`src/rtl/lc3_control_fsm_if.sv`:
```
// Control/handshake bundle between the LC3 sequencer and the datapath it steers.
// The sequencer uses the master modport; the datapath/memory side uses slave.
interface lc3_control_fsm_if;
  logic [15:0] ir;
  logic [15:0] wb_data;
  logic        mem_ready;

  logic        rd_le;
  logic        reg_control;
  logic        ld_mar;
  logic        ld_mdr;
  logic        ld_ir;
  logic        ld_pc;
  logic        mar_sel;
  logic        pc_sel;
  logic [1:0]  alu_op;
  logic        mem_en;
  logic        mem_we;
  logic [2:0]  cc;
  logic        halted;
  logic        bus_error;

  modport master (
    input  ir, wb_data, mem_ready,
    output rd_le, reg_control, ld_mar, ld_mdr, ld_ir, ld_pc, mar_sel, pc_sel,
           alu_op, mem_en, mem_we, cc, halted, bus_error
  );

  modport slave (
    output ir, wb_data, mem_ready,
    input  rd_le, reg_control, ld_mar, ld_mdr, ld_ir, ld_pc, mar_sel, pc_sel,
           alu_op, mem_en, mem_we, cc, halted, bus_error
  );
endinterface

```
`src/rtl/lc3_control_fsm.sv`:
```
// Multi-cycle LC3 instruction sequencer: fetch/decode/execute/memory/writeback
// control strobes, N/Z/P condition codes, branch resolution and memory timeout.
module lc3_control_fsm #(
  parameter int unsigned MEM_TIMEOUT = 255
) (
  input  logic                  clk,
  input  logic                  rst_n,
  lc3_control_fsm_if.master     bus
);

  localparam logic [3:0] OP_BR   = 4'b0000;
  localparam logic [3:0] OP_ADD  = 4'b0001;
  localparam logic [3:0] OP_LD   = 4'b0010;
  localparam logic [3:0] OP_ST   = 4'b0011;
  localparam logic [3:0] OP_AND  = 4'b0101;
  localparam logic [3:0] OP_LDR  = 4'b0110;
  localparam logic [3:0] OP_STR  = 4'b0111;
  localparam logic [3:0] OP_NOT  = 4'b1001;
  localparam logic [3:0] OP_JMP  = 4'b1100;
  localparam logic [3:0] OP_LEA  = 4'b1110;
  localparam logic [3:0] OP_TRAP = 4'b1111;

  // Counter value seen during the last permitted wait cycle.
  localparam logic [7:0] LAST_WAIT = 8'(MEM_TIMEOUT - 1);

  typedef enum logic [3:0] {
    FETCH, FETCH_MEM, LOAD_IR, DECODE, EXEC, MEM_ADDR, MEM_ACCESS, WRITEBACK, HALT
  } state_e;

  state_e      state, next_state;
  logic [7:0]  wait_cnt;
  logic [2:0]  cc_q;
  logic        bus_error_q;
  logic        cnt_inc;
  logic        err_set;
  logic [3:0]  opcode;
  logic [1:0]  alu_dec;
  logic        is_store;
  logic        unused_ir_bits;

  assign opcode         = bus.ir[15:12];
  assign is_store       = (opcode == OP_ST) || (opcode == OP_STR);
  assign unused_ir_bits = ^bus.ir[8:0];

  always_comb begin
    case (opcode)
      OP_ADD:  alu_dec = 2'b00;
      OP_AND:  alu_dec = 2'b01;
      OP_NOT:  alu_dec = 2'b10;
      default: alu_dec = 2'b11;
    endcase
  end

  // NOTE: every output gets a default before the case so no path leaves a
  // signal unassigned, which would otherwise infer a latch.
  always_comb begin
    next_state      = state;
    cnt_inc         = 1'b0;
    err_set         = 1'b0;
    bus.rd_le       = 1'b0;
    bus.reg_control = 1'b0;
    bus.ld_mar      = 1'b0;
    bus.ld_mdr      = 1'b0;
    bus.ld_ir       = 1'b0;
    bus.ld_pc       = 1'b0;
    bus.mar_sel     = 1'b0;
    bus.pc_sel      = 1'b0;
    bus.alu_op      = 2'b00;
    bus.mem_en      = 1'b0;
    bus.mem_we      = 1'b0;

    // NOTE: strobes are qualified by rst_n so they drop the instant reset is
    // asserted, not at the next edge; the state register alone cannot do that.
    if (rst_n) begin
      case (state)
        FETCH: begin
          bus.ld_mar = 1'b1;
          bus.ld_pc  = 1'b1;
          next_state = FETCH_MEM;
        end

        FETCH_MEM, MEM_ACCESS: begin
          bus.mem_en = 1'b1;
          bus.mem_we = (state == MEM_ACCESS) && is_store;
          if (bus.mem_ready) begin
            if (state == FETCH_MEM) begin
              bus.ld_mdr = 1'b1;
              next_state = LOAD_IR;
            end else if (is_store) begin
              next_state = FETCH;
            end else begin
              bus.ld_mdr = 1'b1;
              next_state = WRITEBACK;
            end
          end else begin
            cnt_inc = 1'b1;
            if (wait_cnt == LAST_WAIT) begin
              err_set    = 1'b1;
              next_state = HALT;
            end
          end
        end

        LOAD_IR: begin
          bus.ld_ir  = 1'b1;
          next_state = DECODE;
        end

        DECODE: begin
          bus.alu_op = alu_dec;
          case (opcode)
            OP_ADD, OP_AND, OP_NOT, OP_LEA, OP_BR, OP_JMP: next_state = EXEC;
            OP_LD, OP_ST, OP_LDR, OP_STR:                  next_state = MEM_ADDR;
            OP_TRAP:                                       next_state = HALT;
            default:                                       next_state = FETCH;
          endcase
        end

        EXEC: begin
          // ALU op stays on so Y is valid for the register/PC load at the edge.
          bus.alu_op = alu_dec;
          case (opcode)
            OP_ADD, OP_AND, OP_NOT, OP_LEA: bus.rd_le = 1'b1;
            OP_BR: begin
              if ((bus.ir[11:9] & cc_q) != 3'b000) begin
                bus.ld_pc  = 1'b1;
                bus.pc_sel = 1'b1;
              end
            end
            OP_JMP: begin
              bus.ld_pc  = 1'b1;
              bus.pc_sel = 1'b1;
            end
            default: ;
          endcase
          next_state = FETCH;
        end

        MEM_ADDR: begin
          bus.ld_mar  = 1'b1;
          bus.mar_sel = 1'b1;
          bus.alu_op  = 2'b11;
          next_state  = MEM_ACCESS;
        end

        WRITEBACK: begin
          bus.rd_le       = 1'b1;
          bus.reg_control = 1'b1;
          next_state      = FETCH;
        end

        HALT:    ;
        default: next_state = FETCH;
      endcase
    end
  end

  // NOTE: all sequential state uses non-blocking assignments so every register
  // samples the pre-edge values regardless of statement order.
  always_ff @(posedge clk or negedge rst_n) begin
    if (!rst_n) begin
      state       <= FETCH;
      wait_cnt    <= 8'd0;
      cc_q        <= 3'b010;
      bus_error_q <= 1'b0;
    end else begin
      state <= next_state;

      if (next_state != state &&
          (next_state == FETCH_MEM || next_state == MEM_ACCESS))
        wait_cnt <= 8'd0;
      else if (cnt_inc)
        wait_cnt <= wait_cnt + 8'd1;

      if (bus.rd_le) begin
        if (bus.wb_data[15])            cc_q <= 3'b100;
        else if (bus.wb_data == 16'h0)  cc_q <= 3'b010;
        else                            cc_q <= 3'b001;
      end

      if (err_set)
        bus_error_q <= 1'b1;
    end
  end

  assign bus.cc        = cc_q;
  assign bus.bus_error = bus_error_q;
  assign bus.halted    = (state == HALT);

endmodule

```
`src/flat_wrapper.sv`:
```
// flat-port wrapper written by rule: the top's interface ports become plain ports
module lc3_control_fsm_flat 
#(
  parameter int unsigned MEM_TIMEOUT = 255
)
  (clk, rst_n, bus_ir, bus_wb_data, bus_mem_ready, bus_rd_le, bus_reg_control, bus_ld_mar, bus_ld_mdr, bus_ld_ir, bus_ld_pc, bus_mar_sel, bus_pc_sel, bus_alu_op, bus_mem_en, bus_mem_we, bus_cc, bus_halted, bus_bus_error);
  lc3_control_fsm_if bus_i ();
  input  logic clk;
  input  logic rst_n;
  input wire logic [$bits(bus_i.ir)-1:0] bus_ir;
  input wire logic [$bits(bus_i.wb_data)-1:0] bus_wb_data;
  input wire logic [$bits(bus_i.mem_ready)-1:0] bus_mem_ready;
  output wire logic [$bits(bus_i.rd_le)-1:0] bus_rd_le;
  output wire logic [$bits(bus_i.reg_control)-1:0] bus_reg_control;
  output wire logic [$bits(bus_i.ld_mar)-1:0] bus_ld_mar;
  output wire logic [$bits(bus_i.ld_mdr)-1:0] bus_ld_mdr;
  output wire logic [$bits(bus_i.ld_ir)-1:0] bus_ld_ir;
  output wire logic [$bits(bus_i.ld_pc)-1:0] bus_ld_pc;
  output wire logic [$bits(bus_i.mar_sel)-1:0] bus_mar_sel;
  output wire logic [$bits(bus_i.pc_sel)-1:0] bus_pc_sel;
  output wire logic [$bits(bus_i.alu_op)-1:0] bus_alu_op;
  output wire logic [$bits(bus_i.mem_en)-1:0] bus_mem_en;
  output wire logic [$bits(bus_i.mem_we)-1:0] bus_mem_we;
  output wire logic [$bits(bus_i.cc)-1:0] bus_cc;
  output wire logic [$bits(bus_i.halted)-1:0] bus_halted;
  output wire logic [$bits(bus_i.bus_error)-1:0] bus_bus_error;
  assign bus_i.ir = bus_ir;
  assign bus_i.wb_data = bus_wb_data;
  assign bus_i.mem_ready = bus_mem_ready;
  assign bus_rd_le = bus_i.rd_le;
  assign bus_reg_control = bus_i.reg_control;
  assign bus_ld_mar = bus_i.ld_mar;
  assign bus_ld_mdr = bus_i.ld_mdr;
  assign bus_ld_ir = bus_i.ld_ir;
  assign bus_ld_pc = bus_i.ld_pc;
  assign bus_mar_sel = bus_i.mar_sel;
  assign bus_pc_sel = bus_i.pc_sel;
  assign bus_alu_op = bus_i.alu_op;
  assign bus_mem_en = bus_i.mem_en;
  assign bus_mem_we = bus_i.mem_we;
  assign bus_cc = bus_i.cc;
  assign bus_halted = bus_i.halted;
  assign bus_bus_error = bus_i.bus_error;
  lc3_control_fsm #(.MEM_TIMEOUT(MEM_TIMEOUT)) u_core (.clk(clk), .rst_n(rst_n), .bus(bus_i));
endmodule
```
`config.mk`:
```
export PLATFORM = sky130hd
export DESIGN_NAME = lc3_control_fsm_flat
export DESIGN_NICKNAME = d
export VERILOG_FILES = /design/src/rtl/lc3_control_fsm_if.sv /design/src/rtl/lc3_control_fsm.sv /design/src/flat_wrapper.sv
export SDC_FILE = /design/constraint.sdc
export NUM_CORES = 1
export LEC_CHECK = 0
export BUFFER_PORTS_ARGS = -buffer_cell sky130_fd_sc_hd__buf_2
export CAP_MARGIN = 15
export CORE_ASPECT_RATIO = 1.2
export CORE_MARGIN = 2
export CORE_UTILIZATION = 32
export CTS_CLUSTER_DIAMETER = 120
export DETAILED_ROUTE_END_ITERATION = 6
export GPL_TIMING_DRIVEN = 0
export PLACE_DENSITY_LB_ADDON = 0.12
export SLEW_MARGIN = 20
export SYNTH_ARGS = -nofsm -noshare
export SYNTH_HDL_FRONTEND = slang
export SYNTH_SLANG_ARGS = --single-unit
```
`constraint.sdc`:
```
create_clock -name clk -period 2.4 [get_ports clk]
set_input_delay 0.24 -clock clk [delete_from_list [all_inputs] [get_ports clk]]
set_output_delay 0.24 -clock clk [all_outputs]
set_load 0.05 [all_outputs]
```
# == After elaboration in Yosys (flattened, before gate mapping) ==
# Memories as Yosys holds them, arrays and structs flattened.
# Cells that the tools add are included.
# word_totals
register_bits,16
latch_bits,0
mem_bits_rw,0
romBits,48
input_bits,35
out_inout_bits,17
word_cells,85
memories,1
# mem_list
name,words,word_bits,rd,rd_ports_with_merged_regs,wr,line,text
(name not given),16,3,1,0,0,lc3_control_fsm.sv:111,case (opcode)
# classes
n_addsub,1
mul,0
div_mod_pow,0
magnitude_cmp,0
n_eq_ne,19
shifts,0
muxes,46
bitwise_logic,1
n_reduce_logical,13
# ops
cell,count
1-bit 2-to-1 mux,30
4-bit by 3-bit equality test with 1-bit output (second input constant),7
4-bit case mux with 6 select lines,1
4-bit equality test (second input constant),4
16-bit logical NOT,1
4-bit 2-to-1 mux,4
8-bit 2-to-1 mux,2
4-bit by 1-bit equality test with 1-bit output (second input constant),3
4-bit by 2-bit equality test with 1-bit output (second input constant),3
8-bit by 1-bit adder with 8-bit output (second input constant),1
8-bit equality test (second input constant),1
4-bit logical NOT,2
3-bit 2-to-1 mux,2
1-bit case mux with 2 select lines,3
2-bit case mux with 3 select lines,1
2-bit OR reduction,3
2-bit 2-to-1 mux,2
4-bit inequality test,1
2-bit case mux with 2 select lines,1
4-bit OR reduction,1
3-bit bitwise AND,1
3-bit nonzero test,1
1-bit logical AND,2
1-bit logical OR,2
2-bit nonzero test,1

# == Longest topological paths before layout ==
# depth
depth_word,11
depth_mapped,7
depth_no_buf,6

# == Worst setup path after synthesis ==
# No wires, ideal clock.
# synth_path
kind,register -> register
from,register u_core.state[2]
to,register u_core.state[3]
setup_time_ns,0.085
arrival_time_ns,2.699
required_ns,2.315
path_slack_ns,-0.384
path_stages_with_launch,6
path_buffers,2
synth_period_minus_slack_ns,2.784
path_cell_list,dfrtp_1 buf_6 clkbuf_1 nor4b_1 a41oi_1 o21ai_1
# synth_between
elab_cells_between_ends,10
cone_classes,eq/ne: 6; mux: 2; reduce/logical: 2
# synth_lines
element,line,text
from (decl),lc3_control_fsm.sv:30,"state_e state, next_state;"
from (signal assigned),lc3_control_fsm.sv:167,state <= next_state;
4-bit equality test,-,
net bus_halted,flat_wrapper.sv:25,output wire logic [$bits(bus_i.halted)-1:0] bus_halted;
4-bit case mux with 6 select lines,lc3_control_fsm.sv:75,case (state)
4-bit 2-to-1 mux,lc3_control_fsm.sv:74,if (rst_n) begin
net u_core.next_state[3],lc3_control_fsm.sv:30,
# The timed path passes the listed nets, and every way through them passes these cells.
# A chain may end at the register's enable or synchronous reset.

# == Worst setup path after layout ==
# layout_path
from,register u_core.state[1]
to,output port bus_rd_le
# layout_between
elab_chain_len,3
elab_cells_between_ends,4
cone_classes,eq/ne: 2; mux: 2
# layout_lines
element,line,text
4-bit by 3-bit equality test with 1-bit output,lc3_control_fsm.sv:75,
1-bit case mux with 2 select lines (*),lc3_control_fsm.sv:75,
1-bit 2-to-1 mux (*),lc3_control_fsm.sv:74,
to (decl),flat_wrapper.sv:13,output wire logic [$bits(bus_i.rd_le)-1:0] bus_rd_le;
# Mark *: on every way between the ends. The rest lies on a longest branch, timed or not.

==> impl_metrics.csv <==
group,metric,value,unit
sta,fin_crit,2.19,ns
cells_and_area,diodes,0,
cells_and_area,area_growth,29.6,%
cells_and_area,stdcell_area,0.00150,mm^2
floorplan,core,0.00340,mm^2
routing,vias_per_cell,5.73,
power,power.total,1.41,mW
sta,rsz0062_at_grt,"no",
worst_setup_path,worstReg2RegStart,"u_core.state[2]",
worst_setup_path,max_stage_delay,0.44,ns
power,p_sw,0.688,mW
synth,synthDistinctLibCells,43,
worst_setup_path,crit_chain,"clkbuf_1, nand2_1, nor2_1, a31oi_1, inv_1, buf_2",
sta,fin_skew,0.00157,ns
place,dp_hpwl,2.33,mm
cells_and_area,final_layout_size_suffix_gt1_share,32.8,%
synth,ys_seq_elements,16,
place,pre_cts_slack,0.221,ns
sta,hold_violations,0,
floorplan,die_h,69.9,um
place,gp_congestion,0.894,
synth,async_flop_share,100,%
worst_setup_path,critPathBufInv,3,
floorplan,die_w,58.9,um
worst_setup_path,critPathMaxFanout,10,
synth,avgSynthCellArea,8.51,um^2
routing,drc,7,
worst_setup_path,cp.arrival,1.95,ns
clock_network,clk_path_buf_depth,2,
synth,yosys-top-cells-area,"dfrtp_1, nor2_1, a21oi_1",
routing,drt_first_pass_iters,6,
routing,detail_route.wirelength,3.15,mm
status,status,"finished with violations",
synth,synth-edff-count,0,
routing,routedWlPerCell,14.3,um
cells_and_area,num-nets-final,221,
sta,tightest_slew,0.680,ns
hold_path,min_path_type,"in -> async",
clock_network,cts.sink_count,16,
synth,ys_seq_area_share,34.7,%
synth,syn-cell-area,0.00116,mm^2
clock_network,cts-buffers-inserted,3,
routing,detail-route-antenna-nets,0,
worst_setup_path,setup.worst_path.start_class,"register",
worst_setup_path,critical_path_class,"reg -> out",
synth,syn_nets,173,
clock_network,clkLatencyLatePin,0.25,ns
worst_setup_path,required,2.16,ns
worst_setup_path,ff2ff_setup_slack,0.29,ns
grt,grt_pass1_wl,5.13,mm
clock_network,postCtsSetupBuffers,0,
power,power_density,938,mW/mm^2
clock_network,clk_pin_slew_worst_paths,0.06,ns
worst_setup_path,r2r_end,"u_core.wait_cnt[5]",
clock_network,h-tree-depth,1,
flow_run,max_cap_viol_count,0,
synth,yosysTopAreaCell,"dfrtp_1",
sta,fin_ws,0.209,ns
sta,max_slew_margin,54.5,%
synth,synth_top_area_share,32.4,%
routing,num_vias,1261,
grt,grt_start_max_net_pins,16,
synth,yosys_warnings,0,
worst_setup_path,critPathSlowestCell,"clkbuf_1",
grt,grtUsageTotal,15.6,%
routing,drt_iter0_markers,89,
sta,report.final.slew_viol_count,0,
synth,ys.flop_type,"dfrtp_1",
power,switching_share,48.9,%
worst_setup_path,cp_top_family,"buffers and inverters",
place,postPlaceCellArea,0.00143,mm^2
power,ir_drop,0.000361,V
power,p_clk_share,16.8,%
place,port_buffers,42,
floorplan,initial_core_util,34.1,%
grt,grt-ovfl-total,0,
floorplan,fp-row-count,23,
power,power_frac_comb,56.2,%
sta,finalCritPeriodShare,91.3,%
grt,antenna_found_initial,0,
power,p_seq_share,27.0,%
sta,max_freq,456,MHz
clock_network,root_buffer,"clkbuf_8",
power,p_leak,0.709,nW
worst_setup_path,end_kind,"output pin",
sta,setup_tns,0,ns
floorplan,io_pins,52,
synth,synth_cells,136,
floorplan,dieArea,0.00412,mm^2
sta,finalSetupViolations,0,
power,intPower,0.718,mW
clock_network,cts_tree,"built",
grt,grt_pass1_vias,1181,
status,violations,"design-rule violations",
worst_setup_path,reg2regPathDepth,6,
==> area by class of cell <==
type	count	area, um^2
Inverter	4	15.0
Sequential cell	16	402
Multi-Input combinational cell	110	732
Tap cell	37	46.3
Clock buffer	4	55.1
Timing Repair Buffer	43	220
Fill cell	357	1900
Buffer	6	30.0
==> repair_timing <==
action | CTS | global route
hold buffers | 1 | 0
hold endpoints to repair | 15 | 0
endpoints found under the setup margin | 0 | 1
gates resized for setup | 0 | 1
==> per-layer routing <==
layer | GRT usage (%) | wire [um]
met1 | 20.9 | 1340
met3 | 1.85 | 239
met2 | 24.7 | 1520
met4 | 7.07 | 55
met5 | 0 | 0
==> power groups by stage <==
stage,sequential [mW],combinational [mW],clock (mW)
6_report,0.379,0.791,0.236
5_1_grt,0.389,0.861,0.260
4_1_cts,0.380,0.779,0.248
3_5_place_dp,0.385,0.775,0
3_3_place_gp,0.381,0.764,0
2_1_floorplan,0.434,0.535,0
==> sequential cells by signal (all words and copies together) (netlist names) <==
name	flops
u_core.bus.cc	3
u_core.state	4
u_core.bus.bus_error	1
u_core.wait_cnt	8
==> logic make-up (layout without fill, tap and decap cells) <==
kind of cell    count (synthesis)  after routing  synth area share (%)
simple gates                   64             64                  30.7
compound gates                 34             34                  20.2
flops                          16             16                  34.7
buf+inv                        10             57                  3.89
xor+xnor                        6              6                  4.54
mux                             4              4                  3.78
fa+ha+maj                       2              2                  2.16
==> worst max-delay path by stage <==
stage,from,cells after the start,to
2_1_floorplan,u_core.state[0],5,bus_rd_le
3_3_place_gp,rst_n,5,bus_ld_mar
3_5_place_dp,rst_n,7,u_core.wait_cnt[5]
4_1_cts,u_core.state[0],4,bus_ld_mar
5_1_grt,u_core.state[1],6,bus_rd_le
6_report,u_core.state[1],6,bus_rd_le
==> Yosys cell counts, types with 2 or more instances <==
master    number
nor3_1         6
nand4_1        4
or3_1          2
and2_1         2
and4_1         2
nor4_1         4
a21oi_1       10
o31ai_1        2
dfrtp_1       15
ha_1           2
a211oi_1       2
nand2b_1       4
clkbuf_1       4
nor2b_1        3
nand3_1        4
nand2_1        8
a211o_1        2
xor2_1         5
inv_1          4
o22ai_1        2
o21ai_0        7
nor2_1        15
nand3b_1       5
mux2_2         3
==> cells in the final DEF, fill, tap and decap left out, types with 3 or more instances in the layout <==
master | netlist | routed
nand2b_1 | 4 | 4
a21oi_1 | 10 | 9
clkbuf_8 | 0 | 4
nor2b_1 | 3 | 3
xor2_1 | 5 | 5
clkbuf_1 | 4 | 4
nor2_1 | 15 | 15
o21ai_0 | 7 | 7
dfrtp_1 | 15 | 15
nor3_1 | 6 | 5
inv_1 | 4 | 4
buf_2 | 0 | 42
mux2_2 | 3 | 3
nand4_1 | 4 | 4
nand2_1 | 8 | 8
nand3b_1 | 5 | 5
nor4_1 | 4 | 4
nand3_1 | 4 | 4
==> stage by stage <==
| step | utilization (%) | hold slack [ns] | instances |
|---|---|---|---|
| 2_1_floorplan | - | -0.0556 | 136 |
| 3_3_place_gp | 42.1 | 0.215 | 215 |
| 3_5_place_dp | 42.1 | 0.217 | 215 |
| 4_1_cts | 44.0 | 0.0216 | 220 |
| 5_1_grt | 44.2 | 0.0381 | 220 |
| 6_report | 44.2 | 0.0262 | 220 |
No activity file was read; power rests on OpenSTA's default activity.
